<file path="src/rtl/audio_pkg.sv">
// rtl/audio_pkg.sv - shared audio constants and mixer state encoding
package audio_pkg;
  localparam int SAMPLE_W    = 16;
  localparam int UNITY_SHIFT = 7;
  localparam int SAMPLE_MAX  = 32767;
  localparam int SAMPLE_MIN  = -32768;

  typedef enum logic [1:0] {
    IDLE,
    ACCUM,
    SAT,
    OUT
  } mix_state_e;
endpackage

</file>
<file path="src/rtl/sfx_mac.sv">
// rtl/sfx_mac.sv - signed sample x unsigned gain multiply-accumulate with
// unity-shift and 16-bit saturation of the accumulated sum
module sfx_mac
  import audio_pkg::*;
#(
  parameter int NUM_CH = 4,
  parameter int GAIN_W = 8
) (
  input  logic                       clk,
  input  logic                       reset_n,
  input  logic                       clear,
  input  logic                       en,
  input  logic signed [SAMPLE_W-1:0] sample,
  input  logic        [GAIN_W-1:0]   gain,
  output logic signed [SAMPLE_W-1:0] sat_value,
  output logic                       sat_clip
);
  // Headroom of clog2(NUM_CH) bits keeps the worst-case sum from wrapping
  localparam int ACC_W  = SAMPLE_W + GAIN_W + $clog2(NUM_CH) + 1;
  localparam int PROD_W = SAMPLE_W + GAIN_W + 1;

  logic signed [PROD_W-1:0] prod;
  logic signed [ACC_W-1:0]  acc_d;
  logic signed [ACC_W-1:0]  acc_q;
  logic signed [ACC_W-1:0]  shifted;

  always_comb begin
    prod = PROD_W'(sample) * PROD_W'($signed({1'b0, gain}));
  end

  always_comb begin
    acc_d = acc_q;
    if (clear) begin
      acc_d = '0;
    end else if (en) begin
      acc_d = acc_q + ACC_W'(prod);
    end
  end

  always_ff @(posedge clk or negedge reset_n) begin
    if (!reset_n) begin
      acc_q <= '0;
    end else begin
      acc_q <= acc_d;
    end
  end

  // Arithmetic shift floors toward minus infinity, then clamp to 16 bits
  always_comb begin
    shifted   = acc_q >>> UNITY_SHIFT;
    sat_value = shifted[SAMPLE_W-1:0];
    sat_clip  = 1'b0;
    if (shifted > ACC_W'(SAMPLE_MAX)) begin
      sat_value = SAMPLE_W'(SAMPLE_MAX);
      sat_clip  = 1'b1;
    end else if (shifted < ACC_W'(SAMPLE_MIN)) begin
      sat_value = SAMPLE_W'(SAMPLE_MIN);
      sat_clip  = 1'b1;
    end
  end
endmodule

</file>
<file path="src/rtl/sfx_mixer.sv">
// rtl/sfx_mixer.sv - sequential N-channel gain mixer: snapshots inputs on the
// 48 kHz strobe, accumulates one channel per cycle, saturates and emits
module sfx_mixer
  import audio_pkg::*;
#(
  parameter int NUM_CH = 4,
  parameter int GAIN_W = 8
) (
  input  logic                       clk,
  input  logic                       reset_n,
  input  logic                       clk_48KHz_en,
  input  logic [NUM_CH*SAMPLE_W-1:0] ch_audio,
  input  logic [NUM_CH*GAIN_W-1:0]   ch_gain,
  input  logic                       mute,
  output logic [SAMPLE_W-1:0]        audio,
  output logic                       audio_valid,
  output logic                       clip,
  output logic                       overrun
);
  localparam int IDX_W = (NUM_CH > 1) ? $clog2(NUM_CH) : 1;
  localparam logic [IDX_W-1:0] LAST_IDX = IDX_W'(NUM_CH - 1);

  mix_state_e                 state_q, state_d;
  logic [IDX_W-1:0]           idx_q, idx_d;
  logic [NUM_CH*SAMPLE_W-1:0] audio_snap_q, audio_snap_d;
  logic [NUM_CH*GAIN_W-1:0]   gain_snap_q, gain_snap_d;
  logic [SAMPLE_W-1:0]        audio_q, audio_d;
  logic                       valid_q, valid_d;
  logic                       clip_q, clip_d;
  logic                       overrun_q, overrun_d;

  logic                       mac_clear;
  logic                       mac_en;
  logic signed [SAMPLE_W-1:0] cur_sample;
  logic [GAIN_W-1:0]          cur_gain;
  logic signed [SAMPLE_W-1:0] sat_value;
  logic                       sat_clip;

  always_comb begin
    cur_sample = '0;
    cur_gain   = '0;
    for (int k = 0; k < NUM_CH; k++) begin
      if (idx_q == IDX_W'(k)) begin
        cur_sample = audio_snap_q[k*SAMPLE_W +: SAMPLE_W];
        cur_gain   = gain_snap_q[k*GAIN_W +: GAIN_W];
      end
    end
  end

  sfx_mac #(
    .NUM_CH(NUM_CH),
    .GAIN_W(GAIN_W)
  ) u_mac (
    .clk      (clk),
    .reset_n  (reset_n),
    .clear    (mac_clear),
    .en       (mac_en),
    .sample   (cur_sample),
    .gain     (cur_gain),
    .sat_value(sat_value),
    .sat_clip (sat_clip)
  );

  always_comb begin
    state_d      = state_q;
    idx_d        = idx_q;
    audio_snap_d = audio_snap_q;
    gain_snap_d  = gain_snap_q;
    audio_d      = audio_q;
    clip_d       = clip_q;
    valid_d      = 1'b0;
    mac_clear    = 1'b0;
    mac_en       = 1'b0;
    // A strobe anywhere but IDLE is dropped and latched as an overrun
    overrun_d    = overrun_q | (clk_48KHz_en && (state_q != IDLE));

    unique case (state_q)
      IDLE: begin
        if (clk_48KHz_en) begin
          audio_snap_d = ch_audio;
          gain_snap_d  = ch_gain;
          idx_d        = '0;
          mac_clear    = 1'b1;
          state_d      = ACCUM;
        end
      end
      ACCUM: begin
        mac_en = 1'b1;
        if (idx_q == LAST_IDX) begin
          state_d = SAT;
        end else begin
          idx_d = idx_q + 1'b1;
        end
      end
      SAT: begin
        // Outputs register here so audio_valid is high during OUT
        audio_d = mute ? '0 : sat_value;
        clip_d  = mute ? 1'b0 : sat_clip;
        valid_d = 1'b1;
        state_d = OUT;
      end
      OUT: begin
        state_d = IDLE;
      end
      default: begin
        state_d = IDLE;
      end
    endcase
  end

  always_ff @(posedge clk or negedge reset_n) begin
    if (!reset_n) begin
      state_q      <= IDLE;
      idx_q        <= '0;
      audio_snap_q <= '0;
      gain_snap_q  <= '0;
      audio_q      <= '0;
      valid_q      <= 1'b0;
      clip_q       <= 1'b0;
      overrun_q    <= 1'b0;
    end else begin
      state_q      <= state_d;
      idx_q        <= idx_d;
      audio_snap_q <= audio_snap_d;
      gain_snap_q  <= gain_snap_d;
      audio_q      <= audio_d;
      valid_q      <= valid_d;
      clip_q       <= clip_d;
      overrun_q    <= overrun_d;
    end
  end

  assign audio       = audio_q;
  assign audio_valid = valid_q;
  assign clip        = clip_q;
  assign overrun     = overrun_q;
endmodule

</file>
<file path="config.mk">
export PLATFORM = sky130hd
export DESIGN_NAME = sfx_mixer
export DESIGN_NICKNAME = d
export VERILOG_FILES = /design/src/rtl/audio_pkg.sv /design/src/rtl/sfx_mac.sv /design/src/rtl/sfx_mixer.sv
export SDC_FILE = /design/constraint.sdc
export NUM_CORES = 1
export LEC_CHECK = 0
export CAP_MARGIN = 30
export CORE_MARGIN = 2
export CORE_UTILIZATION = 29
export DETAILED_ROUTE_END_ITERATION = 10
export PLACE_DENSITY = 0.51
export SLEW_MARGIN = 20
export SYNTH_ARGS = -nofsm -noshare
export SYNTH_HDL_FRONTEND = slang
export SYNTH_HIERARCHICAL = 1
export SYNTH_SLANG_ARGS = --single-unit
</file>
<file path="constraint.sdc">
create_clock -name clk -period 12.09 [get_ports clk]
set_input_delay 2.418 -clock clk [delete_from_list [all_inputs] [get_ports clk]]
set_output_delay 2.418 -clock clk [all_outputs]
set_load 0.05 [all_outputs]
</file>
==> results.cfg <==
[logic_synthesis]
ys_seq_area_frac = 0.288
ys_seq_elements = 146
avgSynthCellArea_um2 = 10.1
syn_area_um2 = 12700
ys_types = 60
synth_fp_nets = 1545
synth-edff-count = 0
synthFlopType = dfrtp_1
syn_inst = 1251
yosysWarningCount = 6
synthArstFlopShare = 1.00

[final_layout]
final_common_cell = inv_1
fin_cells = 1941
area_delta_synth_final_pct = 17.4
final_cell_mix = inv_1 (226), dfrtp_1 (146), fa_1 (127), nand2_1 (119), clkdlybuf4s50_1 (117)
final_nets = 1640
drive_gt1_frac = 0.100
stdcell_area_um2 = 14900
diodes = 0

[clock_network]
cts_setup_buffers = 0
clock_latency_ns = 0.44
htreeDepth = 4
cts_buffers = 17
clockBufferDepth = 2
root_buffer = clkbuf_16
clock-sinks = 146
ctsHoldBuffers = 0
post_cts_resized = 0
clk_pin_slew_ns = 0.07
tritoncts = yes

[placed_design]
placed_area_um2 = 14300
place_inst = 1909
gp_congestion = 0.845
place_hpwl_um = 22800
port_buffers = 118

[floorplanning]
placementRows = 76
start_util = 0.294
die_h_um = 213
num_io_pins = 119
dieArea_um2 = 45500
coreArea_um2 = 43200
die_w_um = 213

[global_routing]
grt_pass1_vias = 8945
grt_max_degree = 77
grt_use_total = 0.137
antenna_found_initial = 0
grt_overflow = 0
grt_first_pass_wirelength_um = 48600

[timing]
max_freq_mhz = 139
drv_slew = 0
setup_tns_ns = 0
whs_ns = 0.476
period_minus_slack_ns = 7.19
fin_skew_ns = 0.0121
slew_headroom = 0.392
setup_viol = 0
fin_crit_sh = 0.595
rsz0062_at_grt = no
tightest_slew_ns = 0.909
hold_violations = 0

[critical_path]
critPathLaunchType = register
crit_required_ns = 12.42
worstPathArrival_ns = 7.52
endpoint_kind = register
crit_fanout = 48
setup.worst_path.class = register to register

[routing]
viasPerCell = 4.38
drt_wl_total_um = 29300
first_pass_iters = 6
wl_per_cell_um = 15.1
drc = 0
detail-route-antenna-nets = 0
num_vias = 8498
drtIter0Drc = 405

[worst_hold_path]
hp-class = register to register

[job]
drv_cap = 0

[outcome]
status = finished clean
[critical path: stages, from the launching register on]
cell	delay, ns
dfrtp_1	0.43
inv_1	0.15
ha_2	0.18
buf_4	0.43
a21oi_1	0.06
o21ai_0	0.11
a22o_1	0.61
nand2_1	0.26
fa_1	0.76
fa_1	0.46
inv_1	0.07
fa_1	0.43
fa_1	0.54
inv_1	0.05
fa_1	0.49
inv_1	0.04
ha_1	0.35
a21o_1	0.21
a21o_1	0.18
a221o_1	0.36
a311o_1	0.37
a41oi_2	0.18
xnor2_1	0.09
a22o_1	0.19
[metrics by stage]
step | util | setup slack [ns]
finish | 0.345 | 4.90
global route | 0.345 | 4.45
CTS | 0.344 | 4.58
detailed placement | 0.332 | 4.60
global placement | 0.331 | 4.80
floorplan | - | 5.69
[final timing paths]
check                              start  slack, ns  depth (start not counted)          endpoint
min in group asynchronous        reset_n       2.02                          1         audio[15]
worst min-delay path             overrun       0.48                          1           overrun
worst min register to register   overrun       0.48                          1           overrun
worst max register to register  idx_q[0]       4.90                         23   u_mac/acc_q[24]
worst max-delay path            idx_q[0]       4.90                         23   u_mac/acc_q[24]
max in group asynchronous        reset_n       8.95                          3  audio_snap_q[28]
[synth_stat cells (2+ instances only)]
| master | number | area share |
|---|---|---|
| nand2b_1 | 5 | 0.0025 |
| nand2_1 | 119 | 0.035 |
| ha_1 | 67 | 0.066 |
| a221oi_1 | 4 | 0.0028 |
| nor3_1 | 5 | 0.0020 |
| nand3b_1 | 15 | 0.0089 |
| fa_1 | 127 | 0.20 |
| nand3_1 | 10 | 0.0039 |
| a221o_1 | 3 | 0.0024 |
| a21oi_1 | 70 | 0.028 |
| o2111ai_1 | 2 | 0.0014 |
| dfrtp_1 | 146 | 0.29 |
| clkbuf_1 | 30 | 0.0089 |
| o21ai_2 | 9 | 0.0062 |
| nor2b_1 | 12 | 0.0059 |
| inv_1 | 226 | 0.067 |
| o21a_1 | 19 | 0.011 |
| and2_4 | 2 | 0.0014 |
| o21ai_0 | 52 | 0.020 |
| and3_1 | 5 | 0.0025 |
| nor2_1 | 22 | 0.0065 |
| a311o_1 | 2 | 0.0016 |
| a22o_1 | 33 | 0.023 |
| mux2i_1 | 11 | 0.0087 |
| buf_6 | 2 | 0.0018 |
| nand4_1 | 3 | 0.0015 |
| xnor2_1 | 12 | 0.0083 |
| and2_1 | 73 | 0.036 |
| buf_12 | 8 | 0.013 |
| o31ai_1 | 7 | 0.0041 |
| buf_1 | 3 | 0.00089 |
| o211ai_1 | 2 | 0.0012 |
| o21ai_1 | 8 | 0.0032 |
| buf_2 | 12 | 0.0047 |
| a21o_1 | 13 | 0.0077 |
| a21oi_2 | 2 | 0.0014 |
| mux2_4 | 75 | 0.089 |
| a31oi_1 | 5 | 0.0025 |
| xor2_1 | 9 | 0.0062 |
[state kept, by name, summed over array words and instances (netlist names)]
name	cells
audio	16
audio_snap_q	64
audio_valid	1
clip	1
gain_snap_q	32
idx_q	2
overrun	1
state_q	2
u_mac/acc_q	27
[cell families (layout without fill, tap and decap cells)]
family,count (synthesis),after routing,share of synthesized area
flops,146,146,0.288
xor+xnor,21,21,0.0145
mux,87,87,0.0983
compound gates,243,243,0.126
buf+inv,282,387,0.0969
fa+ha+maj,194,194,0.266
simple gates,278,278,0.110
[metal layers]
metal	global-route usage	part of all wire	wire [µm]
met5	0	0	0
met4	0.0323	0.013	377
met3	0.0281	0.035	1020
met2	0.199	0.42	12200
met1	0.206	0.54	15700
[area by class of cell]
cell class                 instances  area [µm²]
tap                              585         732
inverter                         226         848
clock buffer                      20         437
sequential                       146        3650
fill                            4453       28300
multi-input combinational        823        7820
timing repair buffer             132        1340
clock inverter                     9        86.3
Power is not shown: default switching activity piles up to over one toggle a cycle in this logic, so the estimate is an artifact.
